File: src/rtl/vliw_fetch_unit_pkg.sv
// Shared fetch-stage definitions: FSM encodings, bundle width and PC step.
package vliw_fetch_unit_pkg;

    localparam int unsigned FETCH_ISSUE   = 2;
    localparam int unsigned FETCH_BW      = 32 * FETCH_ISSUE;
    localparam logic [31:0] FETCH_PC_STEP = 32'(4 * FETCH_ISSUE);

    typedef enum logic [1:0] {
        FETCH_IDLE = 2'd0,
        FETCH_REQ  = 2'd1,
        FETCH_KILL = 2'd2
    } fetch_state_e;

    // Clear the byte-offset bits below the bundle alignment.
    function automatic logic [31:0] align_pc(input logic [31:0] pc, input logic [31:0] step);
        return pc & ~(step - 32'd1);
    endfunction

endpackage

File: src/rtl/vliw_fetch_unit_skid_buf.sv
// Two-entry bundle buffer: an output slot backed by a one-entry skid.
module fetch_skid_buf
    import vliw_fetch_unit_pkg::*;
#(
    parameter int unsigned BW = FETCH_BW
) (
    input  logic          clk_i,
    input  logic          rst_ni,
    input  logic          clear_i,
    input  logic          push_i,
    input  logic [BW-1:0] push_data_i,
    input  logic [31:0]   push_pc_i,
    input  logic          pop_i,
    output logic          slot_valid_o,
    output logic [BW-1:0] slot_data_o,
    output logic [31:0]   slot_pc_o,
    output logic          full_o
);

    logic          slot_v_q, slot_v_d;
    logic [BW-1:0] slot_data_q, slot_data_d;
    logic [31:0]   slot_pc_q, slot_pc_d;
    logic          skid_v_q, skid_v_d;
    logic [BW-1:0] skid_data_q, skid_data_d;
    logic [31:0]   skid_pc_q, skid_pc_d;

    // Slot refills from the skid first so bundle order is preserved.
    always_comb begin
        slot_v_d    = slot_v_q;
        slot_data_d = slot_data_q;
        slot_pc_d   = slot_pc_q;
        skid_v_d    = skid_v_q;
        skid_data_d = skid_data_q;
        skid_pc_d   = skid_pc_q;
        if (clear_i) begin
            slot_v_d = 1'b0;
            skid_v_d = 1'b0;
        end else if (pop_i || !slot_v_q) begin
            if (skid_v_q) begin
                slot_v_d    = 1'b1;
                slot_data_d = skid_data_q;
                slot_pc_d   = skid_pc_q;
                skid_v_d    = push_i;
                skid_data_d = push_data_i;
                skid_pc_d   = push_pc_i;
            end else if (push_i) begin
                slot_v_d    = 1'b1;
                slot_data_d = push_data_i;
                slot_pc_d   = push_pc_i;
            end else begin
                slot_v_d = 1'b0;
            end
        end else if (push_i) begin
            skid_v_d    = 1'b1;
            skid_data_d = push_data_i;
            skid_pc_d   = push_pc_i;
        end
    end

    // Buffer state registers.
    always_ff @(posedge clk_i or negedge rst_ni) begin
        if (!rst_ni) begin
            slot_v_q    <= 1'b0;
            slot_data_q <= '0;
            slot_pc_q   <= '0;
            skid_v_q    <= 1'b0;
            skid_data_q <= '0;
            skid_pc_q   <= '0;
        end else begin
            slot_v_q    <= slot_v_d;
            slot_data_q <= slot_data_d;
            slot_pc_q   <= slot_pc_d;
            skid_v_q    <= skid_v_d;
            skid_data_q <= skid_data_d;
            skid_pc_q   <= skid_pc_d;
        end
    end

    assign slot_valid_o = slot_v_q;
    assign slot_data_o  = slot_data_q;
    assign slot_pc_o    = slot_pc_q;
    assign full_o       = skid_v_q;

endmodule

File: src/rtl/vliw_fetch_unit.sv
// VLIW instruction fetch: PC, imem req/ack handshake, redirect kill, IF/ID control.
module vliw_fetch_unit
    import vliw_fetch_unit_pkg::*;
#(
    parameter int unsigned ISSUE    = FETCH_ISSUE,
    parameter logic [31:0] RESET_PC = 32'h0000_0000
) (
    input  logic                clk_i,
    input  logic                rst_ni,
    input  logic                stall_i,
    input  logic                redirect_i,
    input  logic [31:0]         redirect_pc_i,
    output logic                imem_req_o,
    output logic [31:0]         imem_addr_o,
    input  logic                imem_ack_i,
    input  logic [32*ISSUE-1:0] imem_rdata_i,
    output logic [32*ISSUE-1:0] if_bundle_o,
    output logic [31:0]         if_pc_o,
    output logic                if_valid_o,
    output logic                if_write_o,
    output logic                if_flush_o
);

    localparam int unsigned BW      = 32 * ISSUE;
    localparam logic [31:0] PC_STEP = 32'(4 * ISSUE);

    fetch_state_e state_q;
    logic [31:0]  pc_q;
    logic [31:0]  addr_q;
    logic         req_q;
    logic         flush_q;

    logic        slot_valid;
    logic        skid_full;
    logic        push;
    logic        skid_after;
    logic [31:0] target_pc;
    logic [31:0] next_pc;

    assign target_pc  = align_pc(redirect_pc_i, PC_STEP);
    assign next_pc    = pc_q + PC_STEP;
    assign if_write_o = slot_valid & ~stall_i & ~redirect_i;
    assign push       = (state_q == FETCH_REQ) & imem_ack_i & ~redirect_i;
    // Skid holds a bundle after this edge if the slot stays occupied when data lands.
    assign skid_after = slot_valid & (~if_write_o | skid_full);

    fetch_skid_buf #(
        .BW (BW)
    ) u_buf (
        .clk_i        (clk_i),
        .rst_ni       (rst_ni),
        .clear_i      (redirect_i),
        .push_i       (push),
        .push_data_i  (imem_rdata_i),
        .push_pc_i    (addr_q),
        .pop_i        (if_write_o),
        .slot_valid_o (slot_valid),
        .slot_data_o  (if_bundle_o),
        .slot_pc_o    (if_pc_o),
        .full_o       (skid_full)
    );

    // Fetch FSM with registered request, address and flush outputs.
    always_ff @(posedge clk_i or negedge rst_ni) begin
        if (!rst_ni) begin
            state_q <= FETCH_IDLE;
            pc_q    <= RESET_PC;
            addr_q  <= RESET_PC;
            req_q   <= 1'b0;
            flush_q <= 1'b0;
        end else begin
            flush_q <= redirect_i;
            unique case (state_q)
                FETCH_IDLE: begin
                    if (redirect_i) begin
                        pc_q    <= target_pc;
                        addr_q  <= target_pc;
                        req_q   <= 1'b1;
                        state_q <= FETCH_REQ;
                    end else if (!skid_full) begin
                        addr_q  <= pc_q;
                        req_q   <= 1'b1;
                        state_q <= FETCH_REQ;
                    end
                end
                FETCH_REQ: begin
                    if (redirect_i) begin
                        pc_q <= target_pc;
                        if (imem_ack_i) begin
                            addr_q <= target_pc;
                        end else begin
                            // Request cannot be withdrawn: hold old address until its ack.
                            state_q <= FETCH_KILL;
                        end
                    end else if (imem_ack_i) begin
                        pc_q <= next_pc;
                        if (skid_after) begin
                            req_q   <= 1'b0;
                            state_q <= FETCH_IDLE;
                        end else begin
                            addr_q <= next_pc;
                        end
                    end
                end
                FETCH_KILL: begin
                    if (redirect_i) begin
                        pc_q <= target_pc;
                    end
                    if (imem_ack_i) begin
                        addr_q  <= redirect_i ? target_pc : pc_q;
                        state_q <= FETCH_REQ;
                    end
                end
                default: begin
                    req_q   <= 1'b0;
                    state_q <= FETCH_IDLE;
                end
            endcase
        end
    end

    assign imem_req_o  = req_q;
    assign imem_addr_o = addr_q;
    assign if_valid_o  = slot_valid;
    assign if_flush_o  = flush_q;

endmodule

File: config.mk
export PLATFORM = sky130hd
export DESIGN_NAME = vliw_fetch_unit
export DESIGN_NICKNAME = d
export VERILOG_FILES = /design/src/rtl/vliw_fetch_unit_pkg.sv /design/src/rtl/vliw_fetch_unit_skid_buf.sv /design/src/rtl/vliw_fetch_unit.sv
export SDC_FILE = /design/constraint.sdc
export NUM_CORES = 1
export LEC_CHECK = 0
export ABC_AREA = 1
export BUFFER_PORTS_ARGS = -buffer_cell sky130_fd_sc_hd__buf_2
export CAP_MARGIN = 25
export CORE_MARGIN = 5
export CORE_UTILIZATION = 51
export DETAILED_ROUTE_END_ITERATION = 6
export HOLD_SLACK_MARGIN = 0.12
export PLACE_DENSITY = 0.77
export SETUP_SLACK_MARGIN = 0.1
export SYNTH_ARGS = -nofsm -noshare
export SYNTH_HDL_FRONTEND = slang
export SYNTH_SLANG_ARGS = --single-unit
export TNS_END_PERCENT = 50
File: constraint.sdc
create_clock -name clk_i -period 1.6 [get_ports clk_i]
set_input_delay 0.24 -clock clk_i [delete_from_list [all_inputs] [get_ports clk_i]]
set_output_delay 0.24 -clock clk_i [all_outputs]
set_load 0.005 [all_outputs]
==> reports/results.txt, run 1 <==
status: complete, but fails checks
failing checks: setup timing
Reg2Reg Depth: 9
register area share after synthesis: 52.2%
H-tree lvl count: 1
Layout Skew: 15.9 ps
die width: 167 um
#FFs+latches synth: 262
WL/cell: 20.4 um
final hold vios: 0
Compound-Gate Fraction of Synth Area: 14.2%
final antenna-violating net count: 0
core area: 24300 um^2
area of the die: 27900 um^2
PD cells: 1920 nW/um^2
all-layer global routing usage: 28.4%
row cnt: 57
Worst path slowest cell: dfrtp_2
period utilization: 112%
RSZ-0062 raised after global routing: true
Clock Sink Count: 262
CTS buffer count: 28
Synth Area in Adders: 0.0995%
Synth Area in XOR/XNOR: 0.0697%
Final Power: 34.8 mW
antenna violations before repair: 2
Mapped Area: 12600 um^2
Largest stage delay, worst path: 440 ps
largest net degree at the start of global routing: 98
synthesis-to-layout area growth: 44.1%
Syn Inst Count: 1647
most instantiated library cell after synthesis: nand2_1
Yosys warning count: 0
Post-synth EDFFs: 0
Arrival @ worst endpoint: 2220 ps
WP data required: 2040 ps
Placed Instances: 2181
syn avg cell area: 7.63 um^2
diodes inserted: 0
Slew Viols, Final: 0
placed cell area: 14500 um^2
final std cells w/o fill: 2368
vias per std cell: 5.88
Slew headroom: 68.0%
hpwl dp: 23900 um
CP Launch Type: flip-flop
fillers: 1557
die height: 167 um
Max Cap Violations: 0
drt drc: 0
ys flop type: dfrtp_1
clk slew on worst S/H paths: 60 ps
initial drt markers: 2155
CP Cell Sequence: nor2_4 > inv_2 > buf_4 > o21ai_4 > nand2_8 > clkinv_16 > buf_12 > nor2_1 > a31oi_2
IO Port Bufs: 229
grt total ovfl: 0
Critical Path End: u_buf.slot_data_o[41]$_DFFE_PN0P_
total vias in the final route: 13928
Max Clk Rate: 560 MHz
fin worst setup slack: -186 ps
WL final: 48300 um
CP Launch Point: state_q[1]$_DFFE_PN0P_
first-pass GRT wire length: 65800 um
Worst Path Max Fanout: 8
Clock Latency Late Sink: 550 ps
proportion of synthesized area in mux cells: 0%
CTS max path bufs: 3
CTS tree: yes
Max VDD drop: 1.06 mV
post-route cell area: 18100 um^2
vias in the first global route: 12488
worst-margin pin slew: 480 ps
crit path time final: 1790 ps
final setup violation count: 190
R2R Setup Slk: -190 ps
Setup Crit Path Kind: reg2reg
boundary pin count: 233
FF-to-FF Start: state_q[1]$_DFFE_PN0P_
worst slack at placement: -132 ps
Simple-Gate Fraction of Synth Area: 25.0%
layout cells sized above 1: 27.0%
drt first pass iters: 6
nets: 2126
end of the worst register-to-register path: u_buf.slot_data_o[41]$_DFFE_PN0P_
Hold WC Path Type: in2reg
most instantiated cells after synthesis: 533 x nand2_1, 262 x dfrtp_1, 210 x nor2_1, 150 x inv_1, 124 x o21ai_1
share of the synthesized area in the top cell type: 52.2%
main combinational cell family by area after synthesis: simple AND/OR/NAND/NOR gates
Yosys top cell by area: dfrtp_1
ranking of synthesized cells by area: dfrtp_1 52%, nand2_1 16%, nor2_1 6.3%, a31oi_1 5.3%, o21ai_1 4.9%
Syn Nets: 1749
hold slack: 119 ps
synth unique cells: 29
Root Buffer: clkbuf_16
GPL Wtd Cong: 0.916
Synth async-reset ratio: 100%
Initial Util: 51.7%
CP endpoint kind: flip-flop
Leak Pwr: 8.91 nW
## area by class of cell
class | count | area [um^2] | share of cell area, %
clock buffer | 44 | 892 | 4.92
clock inverter | 6 | 37.5 | 0.207
inverter | 158 | 629 | 3.47
multi-input combinational | 1131 | 5580 | 30.8
sequential | 262 | 6560 | 36.2
tap | 324 | 405 | 2.24
timing repair buffer | 441 | 3980 | 22.0
timing repair inverter | 2 | 32.5 | 0.180
## worst min path at each step
| stage | cells past startpoint | startpoint | to | slack [ps] |
|---|---|---|---|---|
| final | 5 | redirect_pc_i[14] | imem_addr_o[14]$_DFFE_PN0P_ | 120 |
| after global routing | 5 | redirect_pc_i[16] | pc_q[16]$_DFFE_PN0P_ | 160 |
| after CTS | 5 | redirect_pc_i[14] | imem_addr_o[14]$_DFFE_PN0P_ | 120 |
| after detailed placement | 1 | rst_ni | u_buf.skid_data_q[30]$_DFFE_PN0P_ | 180 |
| after global placement | 1 | rst_ni | u_buf.slot_data_o[30]$_DFFE_PN0P_ | 180 |
| after floorplan | 0 | rst_ni | if_flush_o$_DFF_PN0_ | -60 |
## state kept, by name, summed over array words and instances, names as in the netlist
| name | cells |
|---|---|
| u_buf.skid_data_q | 64 |
| u_buf.slot_data_o | 64 |
| imem_addr_o | 32 |
| pc_q | 32 |
| u_buf.skid_pc_q | 32 |
| u_buf.slot_pc_o | 32 |
| state_q | 2 |
| if_flush_o | 1 |
| imem_req_o | 1 |
| u_buf.full_o | 1 |
| u_buf.slot_valid_o | 1 |
## power breakdown
group	total (mW)	switching [mW]	internal [mW]
Clock	6.57	2.77	3.80
Combinational	15.8	8.75	7.05
Sequential	12.4	2.58	9.82
Total	34.8	14.1	20.7
## through the flow
stage          util (%)  TNS [ps]
6_report           74.5    -10140
5_1_grt            74.5    -27290
3_5_place_dp       59.7     -3640
3_3_place_gp       59.7      -358
4_1_cts            70.0     -3950
2_1_floorplan         -         0
## cell families (layout without fill, tap and decap cells)
logic type | Yosys count | after routing
compound gates | 319 | 319
buf+inv | 254 | 651
fa+ha+maj | 1 | 1
xor+xnor | 1 | 1
simple gates | 810 | 810
flops | 262 | 262
## metal layers
layer	share of wire, %	global-route usage, %	vias to the layer above	wire length [um]
met5	0.043	0	-	21
met4	4.6	9.50	4	2210
met3	10	5.48	202	5060
met2	48	46.5	1011	23100
met1	37	38.4	6646	18000
li1	-	-	6065	-
## what timing repair did
action,CTS,global route
cloned,13,26
buffers inserted,21,4
gates resized for setup,77,124
pin swaps,14,17
endpoints found under the setup margin,257,257
hold endpoints to repair,403,0
hold buffers,75,0
## worst max-delay path, delay by kind of cell, from the launching register on
kind	cells	cell delay (ps)
and+or+nand+nor	3	340
buffers and inverters	4	460
DFF	1	440
AOI/OAI and AO/OA	2	440
## placed cells by master (no fill, tap or decap), types with 29 or more instances in the layout
cell and count:
buf_4 65, buf_2 228, nand2_1 497, dfrtp_1 260, dlygate4sd3_1 75, nand2_2 29, o21ai_0 29, nor2_1 189
nand3_1 35, o21ai_1 112, clkbuf_16 48, inv_1 148, a31oi_1 83
Note: power is estimated with default switching activity, not from simulation.
==> run 2: changes to the inputs <==
--- a/config.mk
+++ b/config.mk
@@ -9,10 +9,11 @@
 export BUFFER_PORTS_ARGS = -buffer_cell sky130_fd_sc_hd__buf_2
 export CAP_MARGIN = 25
 export CORE_MARGIN = 5
-export CORE_UTILIZATION = 51
+export CORE_UTILIZATION = 52
+export CTS_BUF_LIST = sky130_fd_sc_hd__clkbuf_4 sky130_fd_sc_hd__clkbuf_8
 export DETAILED_ROUTE_END_ITERATION = 6
 export HOLD_SLACK_MARGIN = 0.12
-export PLACE_DENSITY = 0.77
+export PLACE_DENSITY = 0.78
 export SETUP_SLACK_MARGIN = 0.1
 export SYNTH_ARGS = -nofsm -noshare
 export SYNTH_HDL_FRONTEND = slang
==> run 2 against run 1 <==
  * The flow finishes with violations (DRC, setup timing)
  * Critical path depth increased by 1
  * Final cell count up 3.6%
  * Largest power group unchanged
  * Utilization increased by 7.8 points
  * Critical path type unchanged
  * Fmax is 13% lower
  * Largest cell class unchanged
  * Sequential share of layout area is 3.0 points lower
  * Flip-flop and latch count is the same
==> reports/results.txt, run 2 (synthesis results as in run 1) <==
worst slack at placement: -172 ps
FF-to-FF Start: state_q[1]$_DFFE_PN0P_
PD cells: 2020 nW/um^2
failing checks: DRC, setup timing
CTS buffer count: 43
commonest non-fill, non-tap cell in the layout: nand2_1
Max Cap Violations: 0
crit path time final: 2060 ps
period utilization: 129%
Max Clk Rate: 485 MHz
grt total ovfl: 0
largest net degree at the start of global routing: 97
GPL Wtd Cong: 0.915
Layout Utilization: 82.3%
drt first pass iters: 7
CP Launch Type: flip-flop
final std cells w/o fill: 2454
initial drt markers: 2949
first-pass GRT wire length: 74200 um
CP Launch Point: state_q[1]$_DFFE_PN0P_
boundary pin count: 233
die height: 165 um
Root Buffer: clkbuf_8
die width: 165 um
final setup violation count: 252
row cnt: 57
most frequent cells in the layout: 471 x nand2_1, 260 x dfrtp_1, 228 x buf_2
CTS max path bufs: 3
WL/cell: 25.1 um
total vias in the final route: 15647
CTS tree: yes
Placed Instances: 2200
vias per std cell: 6.38
Arrival @ worst endpoint: 2470 ps
core area: 24000 um^2
IO Port Bufs: 229
CP endpoint kind: flip-flop
hpwl dp: 24500 um
Leak Pwr: 9.54 nW
vias in the first global route: 14146
H-tree lvl count: 2
synthesis-to-layout area growth: 57.3%
final hold vios: 0
final antenna-violating net count: 0
worst-margin pin slew: 492 ps
drt drc: 2
Clock Latency Late Sink: 580 ps
fin worst setup slack: -461 ps
status: complete, but fails checks
Max VDD drop: 0.943 mV
Hold WC Path Type: in2async
all-layer global routing usage: 34.1%
layout cells sized above 1: 36.0%
antenna violations before repair: 3
clk slew on worst S/H paths: 70 ps
Clock Sink Count: 262
Layout Skew: 46.0 ps
WL final: 61500 um
Setup Crit Path Kind: reg2reg
WP data required: 2010 ps
Initial Util: 52.3%
RSZ-0062 raised after global routing: true
Slew Viols, Final: 0
Slew headroom: 67.0%
nets: 2201
Final Power: 39.9 mW
Worst Path Max Fanout: 8
area of the die: 27400 um^2
-- run 2: cell count changes in the layout (fill, tap and decap cells not counted), sizes merged, moves of 2 or more --
cell	previous run	this run
clkinvlp	3	1
dlygate4sd3	75	79
clkbuf	63	82
buf	346	408
-- run 2: timing repair --
action                                  in CTS  in global routing
setup buffers                               41                 23
hold buffers                                79                  0
cloned                                      28                 16
gates resized for setup                    163                299
pin swaps                                   36                 20
endpoints found under the hold margin      409                  0
endpoints found under the setup margin     256                257
-- run 2: final cells by class --
| type | instances | area (um^2) |
|---|---|---|
| antenna | 1 | 2.50 |
| fill | 1136 | 4270 |
| multi-input combinational | 1132 | 6450 |
| timing repair buffer | 502 | 4810 |
| clock inverter | 6 | 36.3 |
| clock buffer | 69 | 887 |
| inverter | 158 | 614 |
| tap | 324 | 405 |
| sequential | 262 | 6560 |
-- run 2: metrics by stage --
step,TNS (ps),hold slack (ps),cell area (um^2)
global placement,-10940,108,14700
CTS,-5100,121,18000
finish,-41300,156,19800
detailed placement,-9780,112,14700
global route,-55850,171,19800
floorplan,0,-55.6,12600
-- run 2: final timing paths --
path                       cells after the start                                end  slack [ps]
max                                           10   u_buf.slot_data_o[3]$_DFFE_PN0P_        -460
min                                            2  u_buf.skid_data_q[41]$_DFFE_PN0P_         160
max reg2reg                                   10   u_buf.slot_data_o[3]$_DFFE_PN0P_        -460
min reg2reg                                    2    u_buf.skid_pc_q[19]$_DFFE_PN0P_         490
max in group asynchronous                      3           u_buf.full_o$_DFFE_PN0P_         710
min in group clk_i                             5               pc_q[15]$_DFFE_PN0P_         160
-- run 2: critical path, stage by stage, from the launching register on --
cell and delay [ps]:
dfrtp_2 450, nor2_4 170, inv_2 90, o21ai_2 160, nand2_2 120, inv_8 120, buf_8 140, buf_6 120
buf_16 130, nor2_4 30, a31oi_1 390
-- run 2: layer usage --
metal | routed length, um | global-route usage [%]
met1 | 19800 | 42.2
met2 | 27500 | 55.4
met3 | 8800 | 8.51
met4 | 5340 | 18.2
met5 | 33 | 0
-- run 2: report_power, final --
part           internal [mW]  switching (mW)
Clock                   3.51            3.09
Combinational           9.14            11.1
Sequential              9.82            3.30
